File: config.mk
export PLATFORM = sky130hd
export DESIGN_NAME = axil_lite_client_bridge
export DESIGN_NICKNAME = d
export VERILOG_FILES = /design/src/rtl/axil_lite_client_bridge.sv
export SDC_FILE = /design/constraint.sdc
export NUM_CORES = 1
export LEC_CHECK = 0
export BUFFER_PORTS_ARGS = -buffer_cell sky130_fd_sc_hd__buf_4
export CORE_UTILIZATION = 40
export CTS_BUF_LIST = sky130_fd_sc_hd__clkbuf_16
export CTS_CLUSTER_DIAMETER = 80
export DETAILED_ROUTE_END_ITERATION = 8
export HOLD_SLACK_MARGIN = 0.1
export MAX_ROUTING_LAYER = met4
export PLACE_DENSITY = 0.78
export SLEW_MARGIN = 15
export SYNTH_ARGS = -nofsm -noshare
export SYNTH_HDL_FRONTEND = slang
export SYNTH_SLANG_ARGS = --single-unit
File: constraint.sdc
create_clock -name clk_i -period 2.8 [get_ports clk_i]
set_clock_uncertainty 0.15 [all_clocks]
set_input_delay 0.56 -clock clk_i [delete_from_list [all_inputs] [get_ports clk_i]]
set_output_delay 0.56 -clock clk_i [all_outputs]
set_load 0.02 [all_outputs]
File: src/rtl/axil_lite_client_bridge.sv
// AXI4-Lite slave to single-request valid/ready register client bridge, one transaction in flight.
// Optional macro AXIL_CLIENT_SLVERR_EN: illegal write strobes get SLVERR with no client request.
module axil_lite_client_bridge #(
  parameter int axil_data_width_p = 32,
  parameter int axil_addr_width_p = 32
) (
  input  logic                           clk_i,
  input  logic                           reset_i,

  output logic                           v_o,
  input  logic                           ready_and_i,
  output logic [axil_addr_width_p-1:0]   addr_o,
  output logic                           wr_en_o,
  output logic [1:0]                     data_size_o,
  output logic [axil_data_width_p-1:0]   wdata_o,
  input  logic                           v_i,
  output logic                           ready_and_o,
  input  logic [axil_data_width_p-1:0]   rdata_i,

  input  logic [axil_addr_width_p-1:0]   s_axil_awaddr_i,
  input  logic [2:0]                     s_axil_awprot_i,
  input  logic                           s_axil_awvalid_i,
  output logic                           s_axil_awready_o,
  input  logic [axil_data_width_p-1:0]   s_axil_wdata_i,
  input  logic [axil_data_width_p/8-1:0] s_axil_wstrb_i,
  input  logic                           s_axil_wvalid_i,
  output logic                           s_axil_wready_o,
  output logic [1:0]                     s_axil_bresp_o,
  output logic                           s_axil_bvalid_o,
  input  logic                           s_axil_bready_i,
  input  logic [axil_addr_width_p-1:0]   s_axil_araddr_i,
  input  logic [2:0]                     s_axil_arprot_i,
  input  logic                           s_axil_arvalid_i,
  output logic                           s_axil_arready_o,
  output logic [axil_data_width_p-1:0]   s_axil_rdata_o,
  output logic [1:0]                     s_axil_rresp_o,
  output logic                           s_axil_rvalid_o,
  input  logic                           s_axil_rready_i
);

  localparam int StrbW = axil_data_width_p / 8;
  localparam logic [1:0] FullSize = (axil_data_width_p == 64) ? 2'd3 : 2'd2;

  typedef enum logic [1:0] {StIdle, StReq, StWait, StResp} state_e;

  state_e                         state_q;
  logic [axil_addr_width_p-1:0]   addr_q;
  logic [axil_data_width_p-1:0]   wdata_q;
  logic [axil_data_width_p-1:0]   rdata_q;
  logic                           wr_en_q;
  logic [1:0]                     size_q;
  logic                           err_q;

  logic                           strb_legal;
  logic [1:0]                     strb_size;
  logic [63:0]                    grp;
  logic                           wr_accept;

  // Match wstrb against every naturally aligned contiguous group of 2^k lanes.
  always_comb begin
    strb_legal = 1'b0;
    strb_size  = FullSize;
    grp        = '0;
    for (int k = 0; k < 4; k++) begin
      for (int i = 0; i < 8; i++) begin
        if (((i % (1 << k)) == 0) && ((i + (1 << k)) <= StrbW)) begin
          grp = ((64'd1 << (1 << k)) - 64'd1) << i;
          if (s_axil_wstrb_i == grp[StrbW-1:0]) begin
            strb_legal = 1'b1;
            strb_size  = 2'(k);
          end
        end
      end
    end
  end

  assign wr_accept = s_axil_awvalid_i & s_axil_wvalid_i & ~s_axil_arvalid_i;

  always_ff @(posedge clk_i) begin
    if (reset_i) begin
      state_q <= StIdle;
      addr_q  <= '0;
      wdata_q <= '0;
      rdata_q <= '0;
      wr_en_q <= 1'b0;
      size_q  <= '0;
      err_q   <= 1'b0;
    end else begin
      unique case (state_q)
        StIdle: begin
          if (s_axil_arvalid_i) begin
            addr_q  <= s_axil_araddr_i;
            wr_en_q <= 1'b0;
            size_q  <= FullSize;
            err_q   <= 1'b0;
            state_q <= StReq;
          end else if (wr_accept) begin
            addr_q  <= s_axil_awaddr_i;
            wdata_q <= s_axil_wdata_i;
            wr_en_q <= 1'b1;
            size_q  <= strb_size;
`ifdef AXIL_CLIENT_SLVERR_EN
            err_q   <= ~strb_legal;
            state_q <= strb_legal ? StReq : StResp;
`else
            err_q   <= 1'b0;
            state_q <= StReq;
`endif
          end
        end
        StReq:  if (ready_and_i) state_q <= StWait;
        StWait: begin
          if (v_i) begin
            rdata_q <= rdata_i;
            state_q <= StResp;
          end
        end
        StResp: begin
          if (wr_en_q ? s_axil_bready_i : s_axil_rready_i) state_q <= StIdle;
        end
        default: state_q <= StIdle;
      endcase
    end
  end

  // Handshake outputs are forced low while reset is held.
  assign s_axil_arready_o = ~reset_i & (state_q == StIdle);
  assign s_axil_awready_o = ~reset_i & (state_q == StIdle) & wr_accept;
  assign s_axil_wready_o  = s_axil_awready_o;
  assign v_o              = ~reset_i & (state_q == StReq);
  assign ready_and_o      = ~reset_i & (state_q == StWait);
  assign s_axil_rvalid_o  = ~reset_i & (state_q == StResp) & ~wr_en_q;
  assign s_axil_bvalid_o  = ~reset_i & (state_q == StResp) & wr_en_q;
  assign s_axil_rdata_o   = reset_i ? '0 : rdata_q;
  assign s_axil_rresp_o   = 2'b00;
  assign s_axil_bresp_o   = (~reset_i & err_q) ? 2'b10 : 2'b00;

  assign addr_o      = addr_q;
  assign wdata_o     = wdata_q;
  assign wr_en_o     = wr_en_q;
  assign data_size_o = size_q;

  logic unused_sigs;
  assign unused_sigs = ^{s_axil_awprot_i, s_axil_arprot_i, strb_legal};

endmodule

==> metrics.txt, run 1 <==
final core utilization 64.1%; classification of the worst-slack hold path reg2reg; Tmin final 2.42 ns; Leak 0.00291 uW; Slew Limit Fails 0; Clock Tree Root clkbuf_16; Clock Path Buffers 2; max-cap violation count 0; Worst Setup Start Kind register; Die Wd 104 um; # port buffers 246; largest net degree at the start of global routing 41; fmax 413 MHz; Max IR drop VDD 0.415 mV; Yosys reg bits 101; Synth top area share 48.3%; Final Hold Vio Count 0; power per cell area 717 mW/mm2; critical path endpoint s_axil_wready_o; cts repair resizes 0; Layout Nets 889; nature of the critical path endpoint output port; antenna violations before repair 0; ant diodes 0; final cell area excluding filler cells 0.00638 mm2; Starting Density 42.0%; Setup TNS Final 0 ns; post-synthesis cell area 0.00418 mm2; fin crit share 86.4%; r2r setup slk 0.69 ns; final setup fails 0; routability cong. 0.801; cell row count 36; status finished clean; total grt overflow 0; Post-CTS Setup Bufs 0; register area share after synthesis 48.3%; leading area contributor after synthesis dfxtp_1; WS Path Type reg2out; DP Area 0.00611 mm2; core area 0.00995 mm2; first-pass GRT wire length 18.3 mm; R2R depth 6; Non-Filler Instances 876; total CTS buffers 9; Hold Buf Count CTS 0; worst-margin pin slew 0.605 ns; vias in the first global route 4030; Slew Limit Headroom 59.7%; critical-path maximum fanout 4; routed via count 4211; HPWL Detailed 8.77 mm; Die Ht 104 um; Cells after Synth 510; Placed Instances 860; DR DRC count 0; GRT Resource Usage Total 21.4%; Ports 257; First-pass DRT Iterations 5; area delta synth->final 52.6%; layout cells sized above 1 36.9%; Clock Latency Late Sink 0.33 ns; CTS tree done; DRC marker count from the first detailed-route iteration 152; Netlist cell types 25; routed len/inst 13.1 um; hold_ws 0.301 ns; Clk pin slew, worst setup/hold paths 0.07 ns; CP Launch Point state_q[0]$_SDFFE_PP0P_; CTS H-tree depth 3; CP Data Required Time 2.09 ns; Final ANT Viol Nets 0; Detailed Route WL 11.5 mm; syn_area_per_cell 8.20 um2; RSZ-0062 raised after global routing false; CTS sink cnt 101; Critical R2R Capture state_q[0]$_SDFFE_PP0P_; Yosys warning total 0; WP data arrival 1.71 ns; Vias/cell 4.81; Synth area leaders dfxtp_1 (48%), nand2_1 (12%), a21oi_1 (8.1%); r2r startpoint state_q[0]$_SDFFE_PP0P_; die area 0.0109 mm2
[worst min path at each step]
stage | from | endpoint | cells after the start
after floorplan | rdata_q[0]$_SDFFE_PP0P_ | rdata_q[0]$_SDFFE_PP0P_ | 2
after global placement | rdata_q[7]$_SDFFE_PP0P_ | rdata_q[7]$_SDFFE_PP0P_ | 2
after CTS | rdata_q[26]$_SDFFE_PP0P_ | rdata_q[26]$_SDFFE_PP0P_ | 2
after global routing | rdata_i[5] | rdata_q[5]$_SDFFE_PP0P_ | 3
after detailed placement | rdata_q[26]$_SDFFE_PP0P_ | rdata_q[26]$_SDFFE_PP0P_ | 2
final | rdata_q[26]$_SDFFE_PP0P_ | rdata_q[26]$_SDFFE_PP0P_ | 2
[flip-flops by register name, summed over array words and instances, names as in the netlist]
name,cells
addr_o,32
data_size_o,2
rdata_q,32
state_q,2
wdata_o,32
wr_en_o,1
[placed cells by master (no fill, tap or decap)]
cell and n:
a211oi_1 33, a21oi_1 68, a222oi_1 1, a311oi_1 1, a41o_1 1, and2_1 1
and3_1 3, buf_4 259, clkbuf_16 9, clkinv_1 2, clkinv_4 2, clkinvlp_4 2
conb_1 4, dfxtp_1 101, ha_1 4, inv_1 6, mux2i_1 33, nand2_1 131
nand2b_1 2, nand3_1 1, nor2_1 37, nor2b_1 36, nor2b_2 1, nor2b_4 1
nor3b_1 1, o21ai_0 1, o22ai_1 1, xnor2_1 1
[kinds of logic after synthesis]
family / synth area share, %
AOI/OAI and AO/OA: 15.0
xor gates and xnor gates: 0.209
DFF: 48.3
buffers and inverters: 5.29
adders and majority gates: 1.20
muxes: 7.90
and+or+nand+nor: 22.0
other: 0.0897
[power breakdown]
group | total [uW] | internal, uW | leakage, uW | switching (uW)
clock network | 1110 | 596 | 0.000128 | 516
registers | 1820 | 1690 | 0.000825 | 137
logic | 1640 | 716 | 0.00196 | 925
[metrics by stage]
step / setup slack, ns / total power, uW
4_1_cts: 0.334 / 4630
6_report: 0.381 / 4580
3_5_place_dp: 0.595 / 3500
5_1_grt: 0.238 / 4870
2_1_floorplan: 0.245 / 2810
3_3_place_gp: 0.604 / 3450
[cell type report]
type / instances / area (um2)
clock buffer: 9 / 225
clock inverter: 7 / 43.8
fill: 861 / 3570
inverter: 5 / 18.8
multi-input combinational: 362 / 1960
sequential: 101 / 2020
tap: 133 / 166
timing repair buffer: 259 / 1940
[synthesized netlist by cell type]
cell	instances
nor3b_1	1
nor2_1	37
a222oi_1	1
nand2_1	131
a311oi_1	1
o22ai_1	1
dfxtp_1	101
buf_4	6
inv_1	5
a21oi_1	68
nand2b_1	2
conb_1	1
xnor2_1	1
buf_2	9
a211oi_1	33
o21ai_0	1
and3_1	3
and2_1	1
clkbuf_1	27
buf_1	3
a41o_1	1
nand3_1	1
ha_1	4
nor2b_1	38
mux2i_1	33
[worst max-delay path, stage by stage (launching register included)]
cell and delay [ns]:
dfxtp_1 0.34, inv_1 0.09, ha_1 0.20, nor2b_1 0.22
nand3_1 0.12, nor2_1 0.22, buf_4 0.19
[metal layers]
| layer | part of all wire [%] | GRT usage, % | wire, um |
|---|---|---|---|
| met4 | 3.2 | 10.1 | 365 |
| met5 | 0 | - | 0 |
| met3 | 4.6 | 3.32 | 524 |
| met2 | 51 | 37.0 | 5840 |
| met1 | 41 | 24.1 | 4720 |
(Power assumes the default switching activity.)
==> run 2, diff against run 1 <==
--- a/config.mk
+++ b/config.mk
@@ -6,6 +6,7 @@
 export NUM_CORES = 1
 export LEC_CHECK = 0
 export BUFFER_PORTS_ARGS = -buffer_cell sky130_fd_sc_hd__buf_4
+export CORE_MARGIN = 2
 export CORE_UTILIZATION = 40
 export CTS_BUF_LIST = sky130_fd_sc_hd__clkbuf_16
 export CTS_CLUSTER_DIAMETER = 80
==> run 2 against run 1 <==
Net effect:
- global-route usage down 1.1 points
- register-to-register slack worse by 0.02 ns
- die area increased by 3.9%
- via count grew 0.26%
- sequential power barely moved
- cell area decreased by 0.39%
- largest power group unchanged
- critical endpoint is now s_axil_awready_o
- critical path depth stayed put
- routed wire length grew 1.7%
- clock power decreased by 5%
==> metrics.txt, run 2 (synthesis gave the netlist of run 1 again) <==
cts repair resizes 0 (unchanged); routed via count 4222 (+0.26%); Clock Tree Root clkbuf_16; Setup TNS Final 0 ns (unchanged); critical-path maximum fanout 4 (unchanged); die area 0.0113 mm2 (+3.9%); # port buffers 246 (unchanged); fin crit share 86.1% (-0.25 points); Max IR drop VDD 0.379 mV (-8.8%); Clock Latency Late Sink 0.33 ns (about the same); final setup fails 0 (unchanged); status finished clean; total CTS buffers 9 (unchanged); Worst Setup Start Kind register; WP data arrival 1.70 ns (about the same); area delta synth->final 52.0%; antenna violations before repair 0 (unchanged); CTS tree done; DRC marker count from the first detailed-route iteration 173 (+14%); DR DRC count 0 (unchanged); nature of the critical path endpoint output port; Storage cell area 0.00202 mm2 (unchanged); met3 WL 707 um (+35%); classification of the worst-slack hold path reg2reg; most common cell after layout, fill and taps aside buf_4; Layout Nets 886 (-0.34%); most frequent cells in the layout buf_4 (255), nand2_1 (131), dfxtp_1 (101); DP Area 0.00611 mm2 (-0.10%); Tmin final 2.41 ns (-0.00690 ns); Ports 257 (unchanged); fillers 887 (+3.0%); DRT met1 WL 4.58 mm (-2.9%); CP Data Required Time 2.09 ns (about the same); core area 0.0102 mm2 (+2.8%); CTS sink cnt 101 (unchanged); vias in the first global route 3910 (-3.0%); Clock Path Buffers 2 (unchanged); max-cap violation count 0 (unchanged); first-pass GRT wire length 17.9 mm (-1.7%); Post-CTS Setup Bufs 0 (unchanged); Die Wd 106 um (+1.9%); Multi-input gate area 0.00196 mm2 (unchanged); HPWL Detailed 8.86 mm (+1.0%); routed len/inst 13.3 um (+1.8%); Detailed Route WL 11.6 mm (+1.7%); Clk pin slew, worst setup/hold paths 0.06 ns (about the same); ant diodes 0 (unchanged); RSZ-0062 raised after global routing false; Final ANT Viol Nets 0 (unchanged); fmax 415 MHz (+0.29%); Vias/cell 4.83 (+0.38%); worst-margin pin slew 0.605 ns (+0.000291 ns); largest net degree at the start of global routing 61 (+49%); WS Path Type reg2out; Hold Buf Count CTS 0 (unchanged); CTS H-tree depth 3 (unchanged); top sig layer met4; Leak 0.00291 uW (about the same); total grt overflow 0 (unchanged); power per cell area 711 mW/mm2 (-0.83%); Starting Density 40.9% (-1.1 points); final cell area excluding filler cells 0.00636 mm2 (-0.39%); Slew Limit Headroom 59.6% (about the same); First-pass DRT Iterations 7 (+2); layout cells sized above 1 36.4% (-0.48 points); cell row count 37 (+2.8%); Slew Limit Fails 0 (unchanged); WL met2 5.96 mm (+2.0%); Final Hold Vio Count 0 (unchanged); routability cong. 0.802 (about the same); Die Ht 106 um (+1.9%); GRT Resource Usage Total 20.3% (-1.1 points)
run 2: metal layers:
layer,vias up,global-route usage (%)
met5,-,-
met4,0,10.6
met3,30,3.37
met2,172,35.7
met1,1888,22.0
li1,2132,-
run 2: cell type report:
cell class / count / share of cell area (%)
Multi-Input combinational cell: 362 / 30.8
Inverter: 5 / 0.295
Clock inverter: 6 / 0.394
Sequential cell: 101 / 31.8
Tap cell: 136 / 2.68
Clock buffer: 9 / 3.54
Timing Repair Buffer: 256 / 30.4
run 2: path summary, 6_finish.rpt:
| path | start | endpoint | slack [ns] | depth (start not counted) |
|---|---|---|---|---|
| worst max-delay path | state_q[1]$_SDFFE_PP0P_ | s_axil_awready_o | 0.39 | 6 |
| worst max register to register | state_q[0]$_SDFFE_PP0P_ | state_q[1]$_SDFFE_PP0P_ | 0.67 | 6 |
| worst min register to register | rdata_q[20]$_SDFFE_PP0P_ | rdata_q[20]$_SDFFE_PP0P_ | 0.30 | 2 |
| worst min-delay path | rdata_q[20]$_SDFFE_PP0P_ | rdata_q[20]$_SDFFE_PP0P_ | 0.30 | 2 |
run 2: critical path, stage by stage (launching register included):
cell and delay, ns:
dfxtp_1 0.33, inv_1 0.10, ha_1 0.20, nor2b_1 0.22, nand3_1 0.13, nor2_1 0.22, buf_4 0.19
run 2: metrics by stage:
stage / cells / worst slack, ns / hold slack [ns] / power, uW / util [%]
after CTS: 875 / 0.343 / 0.304 / 4570 / 62.1
final: 875 / 0.388 / 0.302 / 4520 / 62.1
after detailed placement: 860 / 0.596 / 0.293 / 3500 / 59.7
after global routing: 875 / 0.219 / 0.318 / 4780 / 62.1
after floorplan: 513 / 0.245 / 0.282 / 2810 / -
after global placement: 860 / 0.606 / 0.289 / 3440 / 59.7
run 2: power breakdown:
part | switching (uW) | leakage (uW) | internal, uW | total (uW)
logic | 918 | 0.00195 | 714 | 1630
clock network | 483 | 0.000136 | 581 | 1060
registers | 139 | 0.000825 | 1690 | 1830
